**config.mk**
```make
export PLATFORM = sky130hd
export DESIGN_NAME = simon_serial_loader_flat
export DESIGN_NICKNAME = d
export VERILOG_FILES = /design/src/rtl/simon_pkg.sv /design/src/rtl/simon_serial_loader_if.sv /design/src/rtl/simon_bit_shifter.sv /design/src/rtl/simon_serial_loader.sv /design/src/flat_wrapper.sv
export SDC_FILE = /design/constraint.sdc
export NUM_CORES = 1
export LEC_CHECK = 0
export ABC_AREA = 1
export CELL_PAD_IN_SITES_DETAIL_PLACEMENT = 0
export CELL_PAD_IN_SITES_GLOBAL_PLACEMENT = 2
export CORE_MARGIN = 5
export CORE_UTILIZATION = 31
export CTS_BUF_LIST = sky130_fd_sc_hd__clkbuf_4
export CTS_CLUSTER_DIAMETER = 100
export DETAILED_ROUTE_END_ITERATION = 16
export GPL_ROUTABILITY_DRIVEN = 0
export PLACE_DENSITY = 0.76
export SETUP_SLACK_MARGIN = 0.4
export SYNTH_ARGS = -nofsm -noshare
export SYNTH_HDL_FRONTEND = slang
export SYNTH_HIERARCHICAL = 1
export SYNTH_SLANG_ARGS = --single-unit
```
**constraint.sdc**
```tcl
create_clock -name clk -period 2.6 [get_ports clk]
set_input_delay 0.52 -clock clk [delete_from_list [all_inputs] [get_ports clk]]
set_output_delay 0.52 -clock clk [all_outputs]
set_load 0.01 [all_outputs]
```
**src/rtl/simon_pkg.sv**
```systemverilog
// Shared encodings for the SIMON serial loader.
// Contents: host command / cipher mode codes, loader state enum, host beat
// payload struct and a helper mapping a load/encrypt state to its mode code.
package simon_pkg;

  localparam int unsigned BYTE_BITS = 8;

  // Host command codes; the same values are driven on data_rdy as mode codes.
  localparam logic [1:0] CMD_NOP = 2'b00;
  localparam logic [1:0] CMD_PT  = 2'b01;
  localparam logic [1:0] CMD_KEY = 2'b10;
  localparam logic [1:0] CMD_ENC = 2'b11;

  typedef enum logic [1:0] {
    ST_IDLE,
    ST_LOAD_PT,
    ST_LOAD_KEY,
    ST_ENCRYPT
  } state_t;

  // One host byte together with its command.
  typedef struct packed {
    logic [1:0]           cmd;
    logic [BYTE_BITS-1:0] data;
  } host_beat_t;

  // Mode code presented to the cipher while a state is actively driving.
  function automatic logic [1:0] rdy_code(input state_t s);
    logic [1:0] code;
    code = CMD_NOP;
    case (s)
      ST_LOAD_PT:  code = CMD_PT;
      ST_LOAD_KEY: code = CMD_KEY;
      ST_ENCRYPT:  code = CMD_ENC;
      default:     code = CMD_NOP;
    endcase
    return code;
  endfunction

endpackage

```
**src/rtl/simon_serial_loader_if.sv**
```systemverilog
// Host byte channel plus cipher serial channel of the SIMON loader.
// Signals:
//   in_data/in_cmd/in_valid : host byte, command and valid (host -> loader)
//   in_ready                : loader accepts the byte (loader -> host)
//   cipher_valid            : cipher completion flag (cipher -> loader)
//   data_out/data_rdy       : serial bit and mode code (loader -> cipher)
// master = host/cipher side, slave = loader side.
interface simon_serial_loader_if;

  logic [7:0] in_data;
  logic [1:0] in_cmd;
  logic       in_valid;
  logic       in_ready;
  logic       cipher_valid;
  logic       data_out;
  logic [1:0] data_rdy;

  modport master (
    output in_data,
    output in_cmd,
    output in_valid,
    output cipher_valid,
    input  in_ready,
    input  data_out,
    input  data_rdy
  );

  modport slave (
    input  in_data,
    input  in_cmd,
    input  in_valid,
    input  cipher_valid,
    output in_ready,
    output data_out,
    output data_rdy
  );

endinterface

```
**src/rtl/simon_bit_shifter.sv**
```systemverilog
// Byte-to-bit shifter: holds the current host byte and shifts it right one
// bit per emitted bit (LSB first).
// Ports:
//   clk, rst      : clock, asynchronous active-high reset
//   i_load        : capture i_data (wins over i_shift)
//   i_shift       : shift right by one, zero fill
//   i_data        : byte to capture
//   o_next_bit_c  : LSB the register will hold after this edge (combinational)
module simon_bit_shifter (
  input  logic       clk,
  input  logic       rst,
  input  logic       i_load,
  input  logic       i_shift,
  input  logic [7:0] i_data,
  output logic       o_next_bit_c
);

  logic [7:0] r_sr;
  logic [7:0] w_sr_n;

  // Next shift-register value.
  always_comb begin
    w_sr_n = r_sr;
    if (i_load) begin
      w_sr_n = i_data;
    end else if (i_shift) begin
      w_sr_n = {1'b0, r_sr[7:1]};
    end
  end

  // Exposed so the parent can register the outgoing bit in the same edge.
  assign o_next_bit_c = w_sr_n[0];

  always_ff @(posedge clk or posedge rst) begin
    if (rst) begin
      r_sr <= '0;
    end else begin
      r_sr <= w_sr_n;
    end
  end

endmodule

```
**src/rtl/simon_serial_loader.sv**
```systemverilog
// Serialises host bytes into the bit-serial SIMON cipher input.
// Bytes tagged plaintext/key are streamed LSB first, one bit per cycle, with
// data_rdy giving the mode; the encrypt command holds data_rdy=11 until the
// cipher raises cipher_valid. All outputs are registered.
// Ports:
//   clk, reset : clock, asynchronous active-high reset
//   bus        : host byte channel and cipher serial channel (slave side)
//   busy       : high whenever the loader is not idle
module simon_serial_loader
  import simon_pkg::*;
#(
  parameter int unsigned BLOCK_BITS = 64,
  parameter int unsigned KEY_BITS   = 128
) (
  input  logic                 clk,
  input  logic                 reset,
  simon_serial_loader_if.slave bus,
  output logic                 busy
);

  localparam int unsigned MAX_BITS = (BLOCK_BITS > KEY_BITS) ? BLOCK_BITS : KEY_BITS;
  // One extra code point so the count of driven bits can reach MAX_BITS.
  localparam int unsigned CNT_W    = $clog2(MAX_BITS + 1);

  state_t           r_state;
  logic             r_have;      // a byte is held and being emitted
  logic [CNT_W-1:0] r_cnt;       // bits already driven in this load
  logic             r_in_ready;
  logic             r_data_out;
  logic [1:0]       r_data_rdy;
  logic             r_busy;

  state_t           w_state_n;
  logic             w_have_n;
  logic [CNT_W-1:0] w_cnt_n;
  logic [CNT_W-1:0] w_cnt_inc;
  logic [CNT_W-1:0] w_total;
  logic [CNT_W-1:0] w_total_n;
  logic             w_load;
  logic             w_shift;
  logic             w_xfer;
  logic             w_next_bit_c;
  logic             w_in_ready_n;
  logic             w_data_out_n;
  logic [1:0]       w_data_rdy_n;
  logic             w_busy_n;
  host_beat_t       w_beat;

  assign w_beat    = '{cmd: bus.in_cmd, data: bus.in_data};
  assign w_xfer    = bus.in_valid & r_in_ready;
  assign w_cnt_inc = r_cnt + CNT_W'(1);
  assign w_total   = (r_state   == ST_LOAD_KEY) ? CNT_W'(KEY_BITS) : CNT_W'(BLOCK_BITS);
  assign w_total_n = (w_state_n == ST_LOAD_KEY) ? CNT_W'(KEY_BITS) : CNT_W'(BLOCK_BITS);

  simon_bit_shifter u_shifter (
    .clk          (clk),
    .rst          (reset),
    .i_load       (w_load),
    .i_shift      (w_shift),
    .i_data       (w_beat.data),
    .o_next_bit_c (w_next_bit_c)
  );

  // Next state, byte-held flag, bit counter and shifter controls.
  always_comb begin : next_state
    w_state_n = r_state;
    w_have_n  = r_have;
    w_cnt_n   = r_cnt;
    w_load    = 1'b0;
    w_shift   = 1'b0;
    case (r_state)
      ST_IDLE: begin
        if (w_xfer) begin
          case (w_beat.cmd)
            CMD_PT: begin
              w_state_n = ST_LOAD_PT;
              w_have_n  = 1'b1;
              w_cnt_n   = '0;
              w_load    = 1'b1;
            end
            CMD_KEY: begin
              w_state_n = ST_LOAD_KEY;
              w_have_n  = 1'b1;
              w_cnt_n   = '0;
              w_load    = 1'b1;
            end
            CMD_ENC: w_state_n = ST_ENCRYPT;
            default: w_state_n = ST_IDLE;
          endcase
        end
      end
      ST_LOAD_PT, ST_LOAD_KEY: begin
        if (r_have) begin
          w_shift = 1'b1;
          w_cnt_n = w_cnt_inc;
          if (w_cnt_inc == w_total) begin
            w_state_n = ST_IDLE;
            w_have_n  = 1'b0;
            w_cnt_n   = '0;
          end else if (w_cnt_inc[2:0] == 3'd0) begin
            // Byte boundary: chain the next byte or stall with the count held.
            w_load   = w_xfer;
            w_have_n = w_xfer;
          end
        end else if (w_xfer) begin
          w_load   = 1'b1;
          w_have_n = 1'b1;
        end
      end
      ST_ENCRYPT: begin
        if (bus.cipher_valid) begin
          w_state_n = ST_IDLE;
        end
      end
      default: w_state_n = ST_IDLE;
    endcase
  end

  // Outputs for the coming cycle, decoded from the next state.
  always_comb begin : out_decode
    w_in_ready_n = 1'b0;
    w_data_out_n = 1'b0;
    w_data_rdy_n = CMD_NOP;
    w_busy_n     = (w_state_n != ST_IDLE);
    case (w_state_n)
      ST_IDLE: w_in_ready_n = 1'b1;
      ST_LOAD_PT, ST_LOAD_KEY: begin
        if (w_have_n) begin
          w_data_rdy_n = rdy_code(w_state_n);
          w_data_out_n = w_next_bit_c;
          // Open the input only on bit 7 of a byte that is not the last.
          w_in_ready_n = (w_cnt_n[2:0] == 3'd7) && ((w_cnt_n + CNT_W'(1)) < w_total_n);
        end else begin
          w_in_ready_n = 1'b1;
        end
      end
      ST_ENCRYPT: w_data_rdy_n = CMD_ENC;
      default: w_data_rdy_n = CMD_NOP;
    endcase
  end

  always_ff @(posedge clk or posedge reset) begin
    if (reset) begin
      r_state    <= ST_IDLE;
      r_have     <= 1'b0;
      r_cnt      <= '0;
      r_in_ready <= 1'b0;
      r_data_out <= 1'b0;
      r_data_rdy <= CMD_NOP;
      r_busy     <= 1'b0;
    end else begin
      r_state    <= w_state_n;
      r_have     <= w_have_n;
      r_cnt      <= w_cnt_n;
      r_in_ready <= w_in_ready_n;
      r_data_out <= w_data_out_n;
      r_data_rdy <= w_data_rdy_n;
      r_busy     <= w_busy_n;
    end
  end

  assign bus.in_ready = r_in_ready;
  assign bus.data_out = r_data_out;
  assign bus.data_rdy = r_data_rdy;
  assign busy         = r_busy;

endmodule

```
**src/flat_wrapper.sv**
```systemverilog
// flat-port wrapper written by rule: the top's interface ports become plain ports
module simon_serial_loader_flat import simon_pkg::*;
#(
  parameter int unsigned BLOCK_BITS = 64,
  parameter int unsigned KEY_BITS   = 128
)
  (clk, reset, busy, bus_in_data, bus_in_cmd, bus_in_valid, bus_cipher_valid, bus_in_ready, bus_data_out, bus_data_rdy);
  simon_serial_loader_if bus_i ();
  input  logic clk;
  input  logic reset;
  output logic busy;
  input wire logic [$bits(bus_i.in_data)-1:0] bus_in_data;
  input wire logic [$bits(bus_i.in_cmd)-1:0] bus_in_cmd;
  input wire logic [$bits(bus_i.in_valid)-1:0] bus_in_valid;
  input wire logic [$bits(bus_i.cipher_valid)-1:0] bus_cipher_valid;
  output wire logic [$bits(bus_i.in_ready)-1:0] bus_in_ready;
  output wire logic [$bits(bus_i.data_out)-1:0] bus_data_out;
  output wire logic [$bits(bus_i.data_rdy)-1:0] bus_data_rdy;
  assign bus_i.in_data = bus_in_data;
  assign bus_i.in_cmd = bus_in_cmd;
  assign bus_i.in_valid = bus_in_valid;
  assign bus_i.cipher_valid = bus_cipher_valid;
  assign bus_in_ready = bus_i.in_ready;
  assign bus_data_out = bus_i.data_out;
  assign bus_data_rdy = bus_i.data_rdy;
  simon_serial_loader #(.BLOCK_BITS(BLOCK_BITS), .KEY_BITS(KEY_BITS)) u_core (.clk(clk), .reset(reset), .bus(bus_i), .busy(busy));
endmodule
```
# Word level (Yosys, flattened, before mapping)

Index checks and enable logic that the tools add are counted.

Flip-flop bits (word level): 24
Bits of input ports: 14
Output and inout bits: 5
Word-level logic and storage cells: 70

$add $sub $neg: 2
Order comparisons: 1
Equality and inequality tests: 11
Mux-type cells: 37
Bitwise operators: 1
Reductions and logical operators: 9

Operators by type and width:

| cell                                                | count |
|---|---|
| two-way mux 8 bit                                   | 8 |
| adder 8 x 1 -> 8 bit, second input constant         | 2 |
| two-way mux 1 bit                                   | 16 |
| case mux 8 bit (2 select lines)                     | 1 |
| equality test 2 bit, second input constant          | 6 |
| case mux 2 bit (3 select lines)                     | 2 |
| two-way mux 2 bit                                   | 5 |
| equality test 8 bit                                 | 1 |
| less-than comparator 8 bit                          | 1 |
| case mux 2 bit (2 select lines)                     | 2 |
| equality test 2 x 1 -> 1 bit, second input constant | 3 |
| case mux 1 bit (2 select lines)                     | 3 |
| OR reduction 2 bit                                  | 3 |
| logical NOT 2 bit                                   | 2 |
| nonzero test 2 bit                                  | 2 |
| equality test 3 bit, second input constant          | 1 |
| logical NOT 3 bit                                   | 1 |
| AND 1 bit                                           | 1 |
| logical AND 1 bit                                   | 1 |

# Longest topological paths before layout

Depth after elaboration: 12
Depth in mapped cells: 21
Gate-level depth less buffers: 21

# Hierarchy

The synthesis kept the hierarchy.

Modules (own cells, without submodules):

| module              | instances | cells each | area each (um^2) | seq. area each (um^2) |
|---|---|---|---|---|
| simon_serial_loader | 1         | 188        | 1406.3           | 400.4 |
| simon_bit_shifter   | 1         | 44         | 384.1            | 200.2 |

# Worst setup path after synthesis

No wires, ideal clock.

Path type: register to register
Start point: register u_core.r_cnt[0]
End point: register u_core.r_in_ready (netlist: u_core/bus.in_ready)
Setup time: 73 ps
Arrival time: 2504 ps
Data required time: 2527 ps
Setup slack: 23 ps
Stages on the path, launching flop included: 22
Buffers on the path: 0
Period minus slack after synthesis: 2577 ps
Cells stage by stage: dfrtp_1 -> ha_1 -> inv_1 -> nand2_1 -> nand2_1 -> nand2_1 -> nor2_1 -> nand2_1 -> nor2_2 -> nand3_2 -> nand2_1 -> o21ai_0 -> a22oi_1 -> inv_1 -> ha_1 -> inv_1 -> ha_1 -> nand2_1 -> nand2_1 -> nand2_1 -> nand2_1 -> a21oi_2

Longest elaborated chain between the ends: 11
Elaborated cells between the ends (all ways): 26
Those cells by class: add/sub: 2; order compare: 1; eq/ne: 4; mux: 15; reduce/logical: 4

Ends and longest elaborated chain:

| element                           | RTL line                                              | RTL |
|---|---|---|
| start: declaration                | simon_serial_loader.sv:27                             | `logic [CNT_W-1:0] r_cnt;` |
| start signal: assignment          | simon_serial_loader.sv:154                            | `r_cnt <= w_cnt_n;` |
| adder 8 x 1 -> 8 bit *            | simon_serial_loader.sv:51                             | `assign w_cnt_inc = r_cnt + CNT_W'(1);` |
| equality test 8 bit *             | simon_serial_loader.sv:96                             | `if (w_cnt_inc == w_total) begin` |
| two-way mux 2 bit *               | simon_serial_loader.sv:96                             |  |
| two-way mux 2 bit *               | simon_serial_loader.sv:93                             | `if (r_have) begin` |
| case mux 2 bit (3 select lines) * | simon_serial_loader.sv:71                             | `case (r_state)` |
| net u_core.w_state_n[1]           | simon_serial_loader.sv:33                             | `state_t w_state_n;` |
| equality test 2 bit               | simon_serial_loader.sv:53, simon_serial_loader.sv:125 |  |
| two-way mux 8 bit                 | simon_serial_loader.sv:53                             | `assign w_total_n = (w_state_n == ST_LOAD_KEY) ? CNT_W'(KEY_BITS) : CNT_W'(BLOCK_BITS);` |
| less-than comparator 8 bit        | simon_serial_loader.sv:132                            | `w_in_ready_n = (w_cnt_n[2:0] == 3'd7) && ((w_cnt_n + CNT_W'(1)) < w_total_n);` |
| logical AND 1 bit                 | simon_serial_loader.sv:132                            |  |
| two-way mux 1 bit                 | simon_serial_loader.sv:128                            | `if (w_have_n) begin` |
| case mux 1 bit (2 select lines) * | simon_serial_loader.sv:125                            | `case (w_state_n)` |
| net u_core.w_in_ready_n           | simon_serial_loader.sv:43                             | `logic w_in_ready_n;` |
| end signal: assignment            | simon_serial_loader.sv:155                            | `r_in_ready <= w_in_ready_n;` |
| end: declaration                  | simon_serial_loader.sv:28                             | `logic r_in_ready;` |

Mark *: on every way through the listed nets, which the timed path passes. The rest lies on a longest branch.
A chain may end at the register's enable or synchronous reset.

# Worst setup path after layout

Start point: register u_core.r_state[0]
End point: register u_core.r_in_ready (netlist: u_core/bus.in_ready)

Elaborated cells between the ends (all ways): 29
Those cells by class: add/sub: 1; order compare: 1; eq/ne: 7; mux: 15; reduce/logical: 5

RTL lines:

| element                           | RTL line                                             | RTL |
|---|---|---|
| start: declaration                | simon_serial_loader.sv:25                            | `state_t r_state;` |
| start signal: assignment          | simon_serial_loader.sv:152                           | `r_state <= w_state_n;` |
| equality test 2 bit               | simon_serial_loader.sv:52, simon_serial_loader.sv:71 |  |
| two-way mux 8 bit                 | simon_serial_loader.sv:52                            | `assign w_total = (r_state == ST_LOAD_KEY) ? CNT_W'(KEY_BITS) : CNT_W'(BLOCK_BITS);` |
| equality test 8 bit               | simon_serial_loader.sv:96                            |  |
| two-way mux 8 bit                 | simon_serial_loader.sv:96                            |  |
| two-way mux 8 bit                 | simon_serial_loader.sv:93                            |  |
| case mux 8 bit (2 select lines) * | simon_serial_loader.sv:71                            |  |
| net u_core.w_cnt_n[4]             | simon_serial_loader.sv:35                            | `logic [CNT_W-1:0] w_cnt_n;` |
| adder 8 x 1 -> 8 bit *            | simon_serial_loader.sv:132                           |  |
| less-than comparator 8 bit *      | simon_serial_loader.sv:132                           |  |
| logical AND 1 bit *               | simon_serial_loader.sv:132                           |  |
| two-way mux 1 bit *               | simon_serial_loader.sv:128                           |  |
| case mux 1 bit (2 select lines) * | simon_serial_loader.sv:125                           |  |
| net u_core.w_in_ready_n           | simon_serial_loader.sv:43                            |  |

Marked as above.

==> qor.txt <==
Post-synth EDFFs: 0
Final Skew: 0.0136 ns
Design Area, Final: 2710 µm²
Starting Density: 0.321
Final net count: 326
Final ANT Viol Nets: 0
DR vias/cell: 4.44
Worst Hold Class: input pin to asynchronous set/reset pin
Compound-gate portion of the synthesized area: 0.119
CTS buffer count: 3
Synth Area in Simple Gates: 0.326
Fin Setup TNS: 0 ns
Vias in the first global route: 1,612
Async set or reset register ratio after synthesis: 1.00
Clock sink total: 24
IO Count: 19
Synth top cells by count: nand2_1 (60), inv_1 (37), nand3_1 (27), dfrtp_1 (24), ha_1 (15)
Largest net degree at the start of global routing: 17
Final Hold Fails: 0
Fin. max-slew vios: 0
Worst path cell trace: buf_4 -> ha_1 -> inv_1 -> buf_4 -> a31oi_1 -> a21oi_2 -> nand2_2 -> nor2_4 -> nand3_4 -> nor2_4 -> xor2_2 -> ha_4 -> nand2_1 -> nand2_1 -> nand2_1 -> nand2_1 -> a21oi_2
Crit-path slowest cell: dfrtp_1
Max Clk Rate: 0.395 GHz
Worst setup path class: register to register
Worst R2R Start: u_core/r_state[0]
Leakage power: 1.26 nW
Crit end category: register
First-pass GRT wire length: 7.51 mm
Worst-path maximum fanout: 3
# port buffers: 18
R2r endpoint: u_core/bus.in_ready
Worst relative slew slack: 0.591
Dpl ws: -0.500 ns
Die area: 7400 µm²
Worst-path clk slew: 0.14 ns
Via count of the routed design: 1,634
Clk Latency, worst-skew pair: 0.32 ns
Yosys top cell area share: 0.335
Fin crit share: 0.973
R2R cell count: 17
CTS HTree Levels: 1
Syn nets: 261
P per Cell Area: 911 nW/µm²
CTS tree: yes
Final Setup Violations: 0
Post-Synth XOR/XNOR Area: 0.00978
Max Cap Violations: 0
Most frequent cell after synthesis: nand2_1
Top FF cell, synth: dfrtp_1
CTS max path bufs: 2
Worst Path Required: 2.84 ns
Top cells by area, synth: dfrtp_1 (34%), nand2_1 (13%), ha_1 (10%)
DRC: 0
Fin worst setup slack: 0.0701 ns
Die W: 86 µm
Synth area leader: dfrtp_1
Largest family of logic cells by synthesized area: simple AND/OR/NAND/NOR gates
Proportion of synthesized area in mux cells: 0
Critical Path Max Stage Delay: 0.42 ns
CTS root buf: clkbuf_4
VDD IR max: 0.000482 V
Final Critical Period: 2.53 ns
Syn Std Cell Area: 1790 µm²
Final HPWL DP: 3.41 mm
Core area: 5570 µm²
Status: completed
Cells after Synth: 232
Post-Synth Adder-Cell Area: 0.105
Reg-to-reg slack, setup: 0.07 ns
Initial antenna violation count: 0
Warnings, synthesis: 6
Dpl cell area: 2350 µm²
Share of layout cells above drive strength 1: 0.453
Post-synthesis sequential area ratio: 0.335
DR pass1 iterations: 4
Routed len/inst: 12.2 µm
Area grow syn2layout: 51.2%
Global route overflow: 0
Unrepaired setup endpoints after global routing: yes
Die height: 86 µm
Antenna cells: 0
Total track usage: 0.125
Worst EP arrival: 2.77 ns
Critical Path Start Type: register
Yosys cell types: 31
Core Rows: 27
Post-synthesis register bit count: 24
Post-CTS Hold Fix Bufs: 0
Syn_area_per_cell: 7.72 µm²
DR iter-0 viols: 97
Cell mode on critical path: nand2_1
Worst-Margin Slew: 0.612 ns
Detailed Route WL: 4.47 mm
[cells by family (layout without fill, tap and decap cells)]
family                   Yosys count  after routing
AND/OR/NAND/NOR                  118            118
flip-flops                        24             24
adder cells (fa/ha/maj)           15             15
buffers and inverters             43            107
AO/OA/AOI/OAI                     30             30
XOR/XNOR                           2              2
[through the flow]
step / power, mW / cells / hold WS [ns] / util
CTS: 2.35 / 361 / 0.456 / 0.454
global route: 2.69 / 368 / 0.500 / 0.486
global placement: 1.95 / 350 / 0.460 / 0.421
floorplan: 1.47 / 232 / 0.336 / -
finish: 2.47 / 368 / 0.457 / 0.486
detailed placement: 1.93 / 350 / 0.464 / 0.421
[registers in the layout, summed over array words and instances, names as in the netlist]
| signal | count |
|---|---|
| u_core/bus.data_out | 1 |
| u_core/bus.data_rdy | 2 |
| u_core/bus.in_ready | 1 |
| u_core/busy | 1 |
| u_core/r_cnt | 8 |
| u_core/r_have | 1 |
| u_core/r_state | 2 |
| u_core/u_shifter/r_sr | 8 |
[per-layer routing]
metal,up-vias,share of wire,wire length (µm),track usage
met1,742,0.49,2210,0.178
met4,0,0.0045,20,0.0230
met3,2,0.026,116,0.0202
met5,-,0,0,0
met2,16,0.47,2120,0.201
li1,874,-,-,-
[critical path, delay by kind of cell (launching register included)]
family                   cells  cell delay, ns
AO/OA/AOI/OAI                3            0.40
XOR/XNOR                     1            0.20
adder cells (fa/ha/maj)      2            0.45
buffers and inverters        3            0.39
flip-flops                   1            0.42
AND/OR/NAND/NOR              8            0.60
[final cells by class]
class	count	area, µm²
tap	72	90.1
fill	533	2870
clock buffer	3	22.5
sequential	24	607
inverter	39	154
multi-input combinational	165	1230
clock inverter	1	30.0
timing repair buffer	64	569
[power by group]
part,internal [mW],switching (mW),leakage (nW)
logic,0.758,0.850,0.922
clock network,0.156,0.113,0.0279
registers,0.497,0.0934,0.306
total,1.41,1.06,1.26
[layout by cell type, fill, tap and decap left out, types with 8 or more instances in the layout]
cell	count
nand2_1	48
nand3_1	22
inv_1	23
inv_2	13
clkdlybuf4s50_1	16
nand2_2	16
o21ai_0	8
dfrtp_1	19
buf_4	36
buf_6	9
nand3_2	8
[repair_timing]
item,CTS,global route
gates resized for setup,27,35
setup endpoints to repair,12,13
buffers inserted,7,7
pin swaps,20,8
[worst max path at each step]
stage | end | cells past startpoint | slack, ns | from
3_5_place_dp | u_core/bus.in_ready | 21 | -0.50 | bus_in_cmd[1]
2_1_floorplan | u_core/bus.in_ready | 21 | 0.20 | u_core/r_cnt[0]
3_3_place_gp | u_core/bus.in_ready | 21 | -0.44 | bus_in_cmd[0]
6_report | u_core/bus.in_ready | 17 | 0.07 | u_core/r_state[0]
5_1_grt | u_core/bus.in_ready | 18 | -0.11 | u_core/r_cnt[1]
4_1_cts | u_core/bus.in_ready | 20 | 0.08 | u_core/r_cnt[1]
Note: power is estimated with default switching activity, not from simulation.
